**src/rtl/mem_writeback_pkg.sv**
```systemverilog
// Shared definitions for the PikaRISC memory/write-back stage: widths, FSM
// encodings and the op-class decode used to pick one action per instruction.
package mem_writeback_pkg;

  localparam int ADDR_W              = 22;
  localparam int DATA_W              = 32;
  localparam int DEFAULT_MEM_TIMEOUT = 16;

  localparam logic [1:0] ST_IDLE = 2'd0;
  localparam logic [1:0] ST_MEM  = 2'd1;
  localparam logic [1:0] ST_LDWB = 2'd2;

  typedef enum logic [2:0] {
    OP_NOP,
    OP_LD,
    OP_STR,
    OP_ALU,
    OP_CMP,
    OP_JMP
  } op_e;

  // Several class flags may be set at once; the highest-priority one wins.
  function automatic op_e decode_op(input logic ld, input logic str, input logic alu,
                                    input logic cmp, input logic taken);
    if (ld)    return OP_LD;
    if (str)   return OP_STR;
    if (alu)   return OP_ALU;
    if (cmp)   return OP_CMP;
    if (taken) return OP_JMP;
    return OP_NOP;
  endfunction

endpackage

```
**src/rtl/mem_writeback.sv**
```systemverilog
// Memory/write-back stage: retires ALU/CMP/jump ops in one cycle and runs
// LD/STR over a req/ack port with a timeout. Every output is registered.
module mem_writeback
  import mem_writeback_pkg::*;
#(
  parameter int MEM_TIMEOUT = DEFAULT_MEM_TIMEOUT
) (
  input  logic              clk,
  input  logic              reset,
  // Handshake: an instruction is consumed on a cycle where in_valid && in_ready;
  // execute must hold it unchanged while in_ready is low.
  input  logic              in_valid,
  output logic              in_ready,
  input  logic [DATA_W-1:0] result,
  input  logic [DATA_W-1:0] cpsr_passthrough,
  input  logic              taken,
  input  logic [DATA_W-1:0] pc_rel,
  input  logic [3:0]        rd_num_passthrough,
  input  logic [DATA_W-1:0] rd_val_passthrough,
  input  logic [ADDR_W-1:0] md_passthrough,
  input  logic              is_alu_op_passthrough,
  input  logic              is_cmp_op_passthrough,
  input  logic              is_ld_op_passthrough,
  input  logic              is_str_op_passthrough,
  output logic              mem_req,
  output logic              mem_we,
  output logic [ADDR_W-1:0] mem_addr,
  output logic [DATA_W-1:0] mem_wdata,
  input  logic [DATA_W-1:0] mem_rdata,
  input  logic              mem_ack,
  output logic [3:0]        wb_rd_num,
  output logic              wb_rd_write_en,
  output logic [DATA_W-1:0] wb_rd_in,
  output logic              wb_cpsr_write_en,
  output logic [DATA_W-1:0] wb_cpsr_in,
  output logic              br_valid,
  output logic [DATA_W-1:0] br_pc_rel,
  output logic              mem_err
);

  localparam int CW = $clog2(MEM_TIMEOUT + 1);

  logic [1:0]    state;
  logic [CW-1:0] cnt;
  logic [3:0]    rd_q;
  op_e           op;
  logic          accept;

  assign op = decode_op(is_ld_op_passthrough, is_str_op_passthrough,
                        is_alu_op_passthrough, is_cmp_op_passthrough, taken);
  assign accept = in_valid && in_ready;

  always_ff @(posedge clk) begin
    if (reset) begin
      state            <= ST_IDLE;
      cnt              <= '0;
      rd_q             <= '0;
      in_ready         <= 1'b1;
      mem_req          <= 1'b0;
      mem_we           <= 1'b0;
      mem_addr         <= '0;
      mem_wdata        <= '0;
      wb_rd_num        <= '0;
      wb_rd_write_en   <= 1'b0;
      wb_rd_in         <= '0;
      wb_cpsr_write_en <= 1'b0;
      wb_cpsr_in       <= '0;
      br_valid         <= 1'b0;
      br_pc_rel        <= '0;
      mem_err          <= 1'b0;
    end else begin
      wb_rd_write_en   <= 1'b0;
      wb_cpsr_write_en <= 1'b0;
      br_valid         <= 1'b0;
      case (state)
        ST_IDLE: begin
          if (accept) begin
            case (op)
              OP_LD, OP_STR: begin
                state     <= ST_MEM;
                in_ready  <= 1'b0;
                mem_req   <= 1'b1;
                mem_we    <= (op == OP_STR);
                mem_addr  <= md_passthrough;
                mem_wdata <= (op == OP_STR) ? rd_val_passthrough : '0;
                rd_q      <= rd_num_passthrough;
                cnt       <= '0;
              end
              OP_ALU: begin
                wb_rd_write_en <= 1'b1;
                wb_rd_num      <= rd_num_passthrough;
                wb_rd_in       <= result;
              end
              OP_CMP: begin
                wb_cpsr_write_en <= 1'b1;
                wb_cpsr_in       <= cpsr_passthrough;
              end
              OP_JMP: begin
                br_valid  <= 1'b1;
                br_pc_rel <= pc_rel;
              end
              default: ;
            endcase
          end
        end
        ST_MEM: begin
          // An ack in the same cycle the counter would expire still completes.
          if (mem_ack) begin
            mem_req <= 1'b0;
            if (!mem_we) begin
              state          <= ST_LDWB;
              wb_rd_write_en <= 1'b1;
              wb_rd_num      <= rd_q;
              wb_rd_in       <= mem_rdata;
            end else begin
              state    <= ST_IDLE;
              in_ready <= 1'b1;
            end
          end else if (cnt == CW'(MEM_TIMEOUT - 1)) begin
            cnt      <= cnt + CW'(1);
            mem_req  <= 1'b0;
            state    <= ST_IDLE;
            in_ready <= 1'b1;
            mem_err  <= 1'b1;
          end else begin
            cnt <= cnt + CW'(1);
          end
        end
        ST_LDWB: begin
          state    <= ST_IDLE;
          in_ready <= 1'b1;
        end
        default: begin
          state    <= ST_IDLE;
          in_ready <= 1'b1;
          mem_req  <= 1'b0;
        end
      endcase
    end
  end

endmodule

```
**config.mk**
```make
export PLATFORM = sky130hd
export DESIGN_NAME = mem_writeback
export DESIGN_NICKNAME = d
export VERILOG_FILES = /design/src/rtl/mem_writeback_pkg.sv /design/src/rtl/mem_writeback.sv
export SDC_FILE = /design/constraint.sdc
export NUM_CORES = 1
export LEC_CHECK = 0
export CAP_MARGIN = 20
export CORE_UTILIZATION = 30
export DETAILED_ROUTE_END_ITERATION = 16
export PLACE_DENSITY_LB_ADDON = 0.15
export SLEW_MARGIN = 20
export SYNTH_ARGS = -nofsm -noshare
export SYNTH_HDL_FRONTEND = slang
export SYNTH_SLANG_ARGS = --single-unit
```
**constraint.sdc**
```tcl
create_clock -name clk -period 2.2 [get_ports clk]
set_clock_uncertainty 0.05 [all_clocks]
set_input_delay 0.66 -clock clk [delete_from_list [all_inputs] [get_ports clk]]
set_output_delay 0.66 -clock clk [all_outputs]
set_load 0.01 [all_outputs]
```
==> After elaboration in Yosys (flattened, before gate mapping) <==
Index checks and enable logic that the tools add are counted.
{ "word_totals": {"reg_bits": 172, "latch_bits": 0, "ramBits": 0, "rom_bits": 0, "inputBits": 195, "output_inout_bits": 161, "elab_cells": 115, "mem_count": 0} }
{ "op_classes": {"addsub": 1, "mul": 0, "div": 0, "magnitude_cmp": 0, "n_eq_ne": 16, "shift": 0, "mux": 64, "bitwise": 4, "n_reduce_logical": 14} }
{ "op_table": {"columns": ["operator", "n"], "rows": [
  ["$mux 32", 5],
  ["$pmux 32 s2", 1],
  ["$mux 1", 30],
  ["$mux 3", 10],
  ["$mux 4", 4],
  ["$mux 5", 3],
  ["$reduce_and 3->1", 5],
  ["$reduce_and 4->1", 3],
  ["$mux 2", 5],
  ["$pmux 5 s2", 1],
  ["$ne 2x2->1 const B", 4],
  ["$pmux 4 s2", 1],
  ["$eq 3x2->1 const B", 2],
  ["$eq 3x3->1 const B", 2],
  ["$ne 3x3->1 const B", 2],
  ["$add 5x1->5 const B", 1],
  ["$eq 5x4->1 const B", 1],
  ["$reduce_and 5->1", 1],
  ["$ne 2x1->1 const B", 2],
  ["$not 1->1", 4],
  ["$pmux 1 s2", 2],
  ["$pmux 2 s2", 1],
  ["$eq 3x1->1 const B", 1],
  ["$pmux 1 s3", 1],
  ["7 further kinds", 7]
]} }

==> Logic depth before layout (Yosys ltp) <==
Gate-level depths: netlist of run 1.
{ "depth": {"depth_word": 21, "depth_mapped": 8, "ltp_nobuf": 6} }

==> Worst setup path before layout of run 1 <==
Ideal clock, no wire load.
{ "synth_timing": {"kind": "input-to-reg", "from": "in in_valid", "to": "reg br_pc_rel[10]", "setup_time_ns": 0.128, "arrival_time_ns": 1.707, "t_required_ns": 2.022, "slack_ns": 0.316, "stages": 6, "path_buffers": 2, "path_cell_list": "nor4bb_1 buf_2 nand4b_1 buf_2 mux2i_1 nor2_1"} }
{ "synth_between": {"elab_chain_len": 2} }
{ "synth_lines": {"columns": ["element", "line_no", "text"], "rows": [
  ["start, declared", "mem_writeback.sv:12", "input logic in_valid,"],
  ["$logic_and 1x1->1", "mem_writeback.sv:51", "assign accept = in_valid && in_ready;"],
  ["$reduce_and 3->1 (no line)", null, null],
  ["end signal, assigned", "mem_writeback.sv:100", "br_pc_rel <= pc_rel;"],
  ["end, declared", "mem_writeback.sv:37", "output logic [DATA_W-1:0] br_pc_rel,"]
]} }
Every way passes these cells.
A chain may end at the register's enable or synchronous reset.

==> Final worst setup path of run 1 <==
{ "layout_timing": {"from": "reg in_ready", "to": "out in_ready"} }
{ "layout_rtl": {"columns": ["element", "line_no", "text"], "rows": [
  ["start, declared", "mem_writeback.sv:13", "output logic in_ready,"],
  ["start signal, assigned", "mem_writeback.sv:58", "in_ready <= 1'b1;"],
  ["start signal, assigned", "mem_writeback.sv:81", "in_ready <= 1'b0;"],
  ["start signal, assigned", "mem_writeback.sv:117", "in_ready <= 1'b1;"]
]} }
No word-level cell between the ends.

==> flow_summary.ini, run 1 <==
[power]
finalPower_uw = 7455
swShare_pct = 26.36
p_comb_share_pct = 16.9
pwr-share-seq_pct = 44.1
powerDensity_mw_per_mm2 = 664.9
clkPwrFrac_pct = 38.9
peakVddDrop_v = 0.0004927
switchingPower_uw = 1965
p_leak_uw = 0.004186
internal-power_uw = 5489

[layout]
postLayoutCellArea_mm2 = 0.01121
syn_to_final_growth_pct = 70.67
fin_nets = 1239
antenna_cells = 0
drive_gt1_share_pct = 9.668
fill_cells = 2001

[worst_setup_path]
path_cells = clkdlybuf4s50_1
crit_arrival_ns = 1.40
cp_slowest_cell = clkdlybuf4s50_1
crit_type = flop to primary output
crit_buf_inv = 1
cp_top_family = buffers and inverters
critPathRequiredTime_ns = 1.49
worst_setup_path_start_kind = flop
path_max_fanout = 4
slowest_delay_ns = 0.61
endpoint_kind = primary output

[outcome]
status = complete, no violations

[clocking]
cts_made_buffers = 17
cts_tree = built
clock_sinks = 172
ctsHtreeMaxLevel = 4
cts_buffer_depth = 2
clock_latency_ns = 0.41
cts.root.buffer_cell = clkbuf_16
clkTransAtPathRegs_ns = 0.06
post_cts_buffers = 0

[synth]
syn_nets = 892
synth-main-ff-cell = dfxtp_1
yosys-top-cells-count = dfxtp_1 (172), nand2_1 (121), a21oi_1 (99)
synth-seq-cells = 172
syn_area_mm2 = 0.006569
netlist-cell-type-count = 35
synth_top_area_share_pct = 52.42
ys_top_cells_by_area = dfxtp_1 (52%), mux2i_1 (10%), a21oi_1 (7.5%), nand2_1 (6.9%), a211oi_2 (5.7%)
avgSynthCellArea_um2 = 9.452
synth_async_sr_flop_share_pct = 0
synth-seq-area-share_pct = 52.42
synth.most_common_cell = dfxtp_1
synth_edf_count = 0
synth_warnings = 0
yosysTopAreaCell = dfxtp_1
postSynthCellCount = 695

[worst_hold_path]
min_path_type = flop to flop

[grt]
gr-max-usage-layer = met2
grt_pass1_wl_um = 31650
grt.met2_usage_pct = 30.19
grt_pass1_vias = 5920
grtUsageMet3_pct = 7.835
antenna_found_initial = 0
gr-usage-met1_pct = 21.40
grt_use_total_pct = 18.08
grt_max_degree = 44
overflow = 0

[job]
maxCapViolCount = 0

[timing]
fmax_mhz = 473.4
max-slew-margin-rel_pct = 73.09
rsz0062_at_grt = false
min_period_ns = 2.112
finalHoldViolations = 0
finalSetupViolCount = 0
fin_crit_sh_pct = 96.02
tightest_slew_ns = 0.4037
drv_slew = 0
hold_slack_ns = 0.4034

[place]
portBuffers = 355
dpl-instance-area_mm2 = 0.01063
dpl.hpwl_um = 15240
gp_congestion = 0.7076

[die]
die_h_um = 150.0
start_util_pct = 30.96
io_pins = 356
core_area_mm2 = 0.02122
num_rows = 53
die_x_um = 150.0
dieArea_mm2 = 0.02249

[routing]
dr.pass1.iters = 6
viasPerCell = 4.634
drc = 0
via_count = 6163
drt_wl_total_um = 21120
drtIter0Drc = 208
ant_nets = 0
wl_per_cell_um = 15.88
## cells in the final DEF (no fill, tap or decap), drive strengths merged, types with 2 or more instances in the layout
cell type	n
clkdlybuf4s50	353
dfxtp	172
nand2	121
a21oi	99
nor2	72
mux2i	68
a211oi	37
buf	33
a22oi	32
clkbuf	19
nor3	5
inv	5
clkinv	5
clkinvlp	4
nor3b	3
nor2b	3
and3	2
nand2b	2
xor2	2
ha	2
o21ai	2
## power groups by stage
| stage | sequential, uW | combinational [uW] | clock (uW) |
|---|---|---|---|
| 6_report | 3290 | 1260 | 2900 |
| 5_1_grt | 3300 | 1360 | 3140 |
| 4_1_cts | 3290 | 1280 | 3000 |
| 3_5_place_dp | 3360 | 1280 | 0 |
| 3_3_place_gp | 3360 | 1270 | 0 |
| 2_1_floorplan | 3410 | 459 | 0 |
## cell families after synthesis
logic type	share of synthesized area [%]
xor+xnor	0.4001
compound gates	18.42
fa+ha+maj	0.3809
simple gates	13.35
mux	10.53
flops	52.42
buf+inv	4.495
## path summary, 6_finish.rpt
check / startpoint / to / slack (ns) / cells after the start
worst min-delay path: wb_cpsr_in[17] / wb_cpsr_in[17] / 0.40 / 2
worst min register to register: wb_cpsr_in[17] / wb_cpsr_in[17] / 0.40 / 2
worst max-delay path: in_ready / in_ready / 0.09 / 1
worst max register to register: state[1] / br_pc_rel[6] / 0.46 / 6
## sequential cells by signal, summed over array words and instances, names as in the netlist
register	cells
wb_rd_write_en	1
mem_req	1
state	2
cnt	5
mem_err	1
wb_rd_num	4
br_pc_rel	32
wb_cpsr_in	32
in_ready	1
mem_addr	22
wb_cpsr_write_en	1
mem_wdata	32
wb_rd_in	32
rd_q	4
br_valid	1
mem_we	1
## metrics by stage
stage                     std cells  worst slack (ns)  TNS, ns  util (%)
after floorplan                 695            0.3157        0         -
after global placement         1298           -0.1786   -20.28     50.10
after detailed placement       1298           -0.1984   -24.23     50.10
after CTS                      1330           0.02336        0     52.82
after global routing           1330           0.02658        0     52.83
final                          1330           0.08758        0     52.83
## layout make-up
| cell class | count | area, um^2 | area share (%) |
|---|---|---|---|
| Timing Repair Buffer | 387 | 3985 | 35.55 |
| Sequential cell | 172 | 3443 | 30.71 |
| Multi-Input combinational cell | 463 | 2858 | 25.49 |
| Clock buffer | 19 | 442.9 | 3.951 |
| Tap cell | 275 | 344.1 | 3.069 |
| Clock inverter | 13 | 133.9 | 1.194 |
| Inverter | 1 | 3.754 | 0.03348 |
## layer usage
metal / up-vias / part of all wire [%]
li1: 3095 / -
met1: 2825 / 42
met2: 236 / 47
met3: 7 / 11
met4: 0 / 0.61
met5: - / 0
## repair_timing
item	in CTS	in global routing
resized for setup	0	1
hold buffers	0	0
endpoints found under the setup margin	0	1
Note: power is estimated with default switching activity, not from simulation.
==> run 2: changes to the inputs <==
- CORE_MARGIN: not set -> 2
==> run 2 against run 1 <==
  * Non-clock buffer count decreased by 2
  * Power rose by 3.6%
  * Via count shrank 0.19%
  * Maximum frequency up 0.46%
  * Sequential power hardly changed
  * Count of clock-buffer cells in the layout is the same
  * Register-to-register slack gained 0.03 ns
  * Flip-flop and latch count unchanged
  * Hold slack hardly changed
  * Largest cell class unchanged
  * Critical path type unchanged
  * Global-route usage grew 0.051 points
  * Wire length is 1.2% higher
==> flow_summary.ini, run 2 (synthesis gave the netlist of run 1 again) <==
[outcome]
status = complete, no violations

[clocking]
ctsHtreeMaxLevel = 4
cts_made_buffers = 17
cts_tree = built
clock_sinks = 172
cts.root.buffer_cell = clkbuf_16
clock_latency_ns = 0.42
cts_buffer_depth = 2
clkTransAtPathRegs_ns = 0.06
holdBufCountCts = 0

[power]
switchingPower_uw = 1920
swShare_pct = 24.86
internal-power_uw = 5804
pwr-share-seq_pct = 42.6
p_comb_share_pct = 16.3
clkPwrFrac_pct = 41.1
finalPower_uw = 7725
p_leak_uw = 0.004207
peakVddDrop_v = 0.0005474
powerDensity_mw_per_mm2 = 687.0

[timing]
finalSetupViolCount = 0
rsz0062_at_grt = false
drv_slew = 0
max-slew-margin-rel_pct = 72.37
finalWorstSetupSlack_ns = 0.09725
min_period_ns = 2.103
fin_crit_sh_pct = 95.58
fmax_mhz = 475.6
tightest_slew_ns = 0.4145
finalHoldViolations = 0

[die]
start_util_pct = 30.29
dieArea_mm2 = 0.02309
num_rows = 54
core_area_mm2 = 0.02169
io_pins = 356
die_h_um = 152.0
die_x_um = 152.0

[worst_setup_path]
path_cells = clkdlybuf4s50_1
reg2reg_depth = 6
reg2reg_to = br_pc_rel[2]
rr_startpoint = state[1]
r2r_slack_ns = 0.49
path_max_fanout = 2
crit_arrival_ns = 1.39
crit_path_end = mem_err
endpoint_kind = primary output
crit_cells = 1
cp_slowest_cell = clkdlybuf4s50_1
worst_setup_path_start_kind = flop
slowest_delay_ns = 0.62
worstSetupStartpoint = mem_err
crit_type = flop to primary output
critPathRequiredTime_ns = 1.49
cp_top_family = buffers and inverters
crit_buf_inv = 1

[layout]
fin_nets = 1237
final_common_cell = clkdlybuf4s50_1
final_cell_count_no_fill = 1334
syn_to_final_growth_pct = 71.16
layout_common_cells = clkdlybuf4s50_1 (353), dfxtp_1 (172), nand2_1 (121)
drive_gt1_share_pct = 9.402
postLayoutCellArea_mm2 = 0.01124

[routing]
ant_nets = 0
wl_per_cell_um = 16.02
drc = 0
drtIter0Drc = 254
via_count = 6151
viasPerCell = 4.611
drt_wl_total_um = 21380
dr.pass1.iters = 4

[place]
gp_congestion = 0.7751
portBuffers = 355
dpl.hpwl_um = 15510
placed_cells = 1301
post-place-ws_ns = -0.2250
dpl-instance-area_mm2 = 0.01062

[worst_hold_path]
min_path_type = flop to flop
worstHoldStart = mem_addr[14]

[grt]
grt_pass1_vias = 6025
grt_max_degree = 47
antenna_found_initial = 1
grt_use_total_pct = 18.13
grt_pass1_wl_um = 33830
overflow = 0

[job]
maxCapViolCount = 0
[run 2: worst min-delay path by stage]
stage / cells after the start / end
after detailed placement: 2 / mem_addr[14]
after global placement: 2 / mem_addr[15]
after floorplan: 2 / rd_q[0]
after global routing: 2 / mem_addr[8]
after CTS: 2 / mem_addr[14]
final: 2 / mem_addr[14]
[run 2: repair_timing]
item	CTS	global route
gates resized for setup	0	1
buffers inserted	0	0
setup endpoints to repair	0	1
[run 2: layout make-up]
class	instances	area, um^2
fill	2059	10450
timing repair buffer	385	3970
sequential	172	3443
multi-input combinational	463	2851
clock buffer	19	442.9
tap	280	350.3
clock inverter	13	178.9
inverter	1	3.754
antenna	1	2.502
[run 2: power by group through the flow]
stage | registers (uW) | clock network, uW | logic (uW)
2_1_floorplan | 3410 | 0 | 459
3_3_place_gp | 3360 | 0 | 1270
3_5_place_dp | 3360 | 0 | 1280
4_1_cts | 3290 | 3280 | 1280
5_1_grt | 3300 | 3410 | 1350
6_report | 3290 | 3170 | 1260
[run 2: per-stage QoR]
step | setup TNS [ns] | hold slack [ns] | utilization (%)
finish | 0 | 0.4030 | 51.84
floorplan | 0 | 0.3857 | -
global route | 0 | 0.4238 | 51.83
detailed placement | -22.51 | 0.3953 | 48.95
CTS | 0 | 0.4049 | 51.82
global placement | -19.15 | 0.3906 | 48.95
[run 2: per-layer routing]
metal | GRT usage, % | up-vias | part of all wire, %
met1 | 21.91 | 2814 | 43
met5 | 0 | - | 0
met3 | 6.646 | 27 | 7.8
met2 | 29.88 | 229 | 47
met4 | 6.142 | 0 | 2.0
li1 | - | 3081 | -
[run 2: worst min-delay path, cell delays in order (launching register included)]
cell	delay (ns)
dfxtp_1	0.31
nand2_1	0.05
a21oi_1	0.05
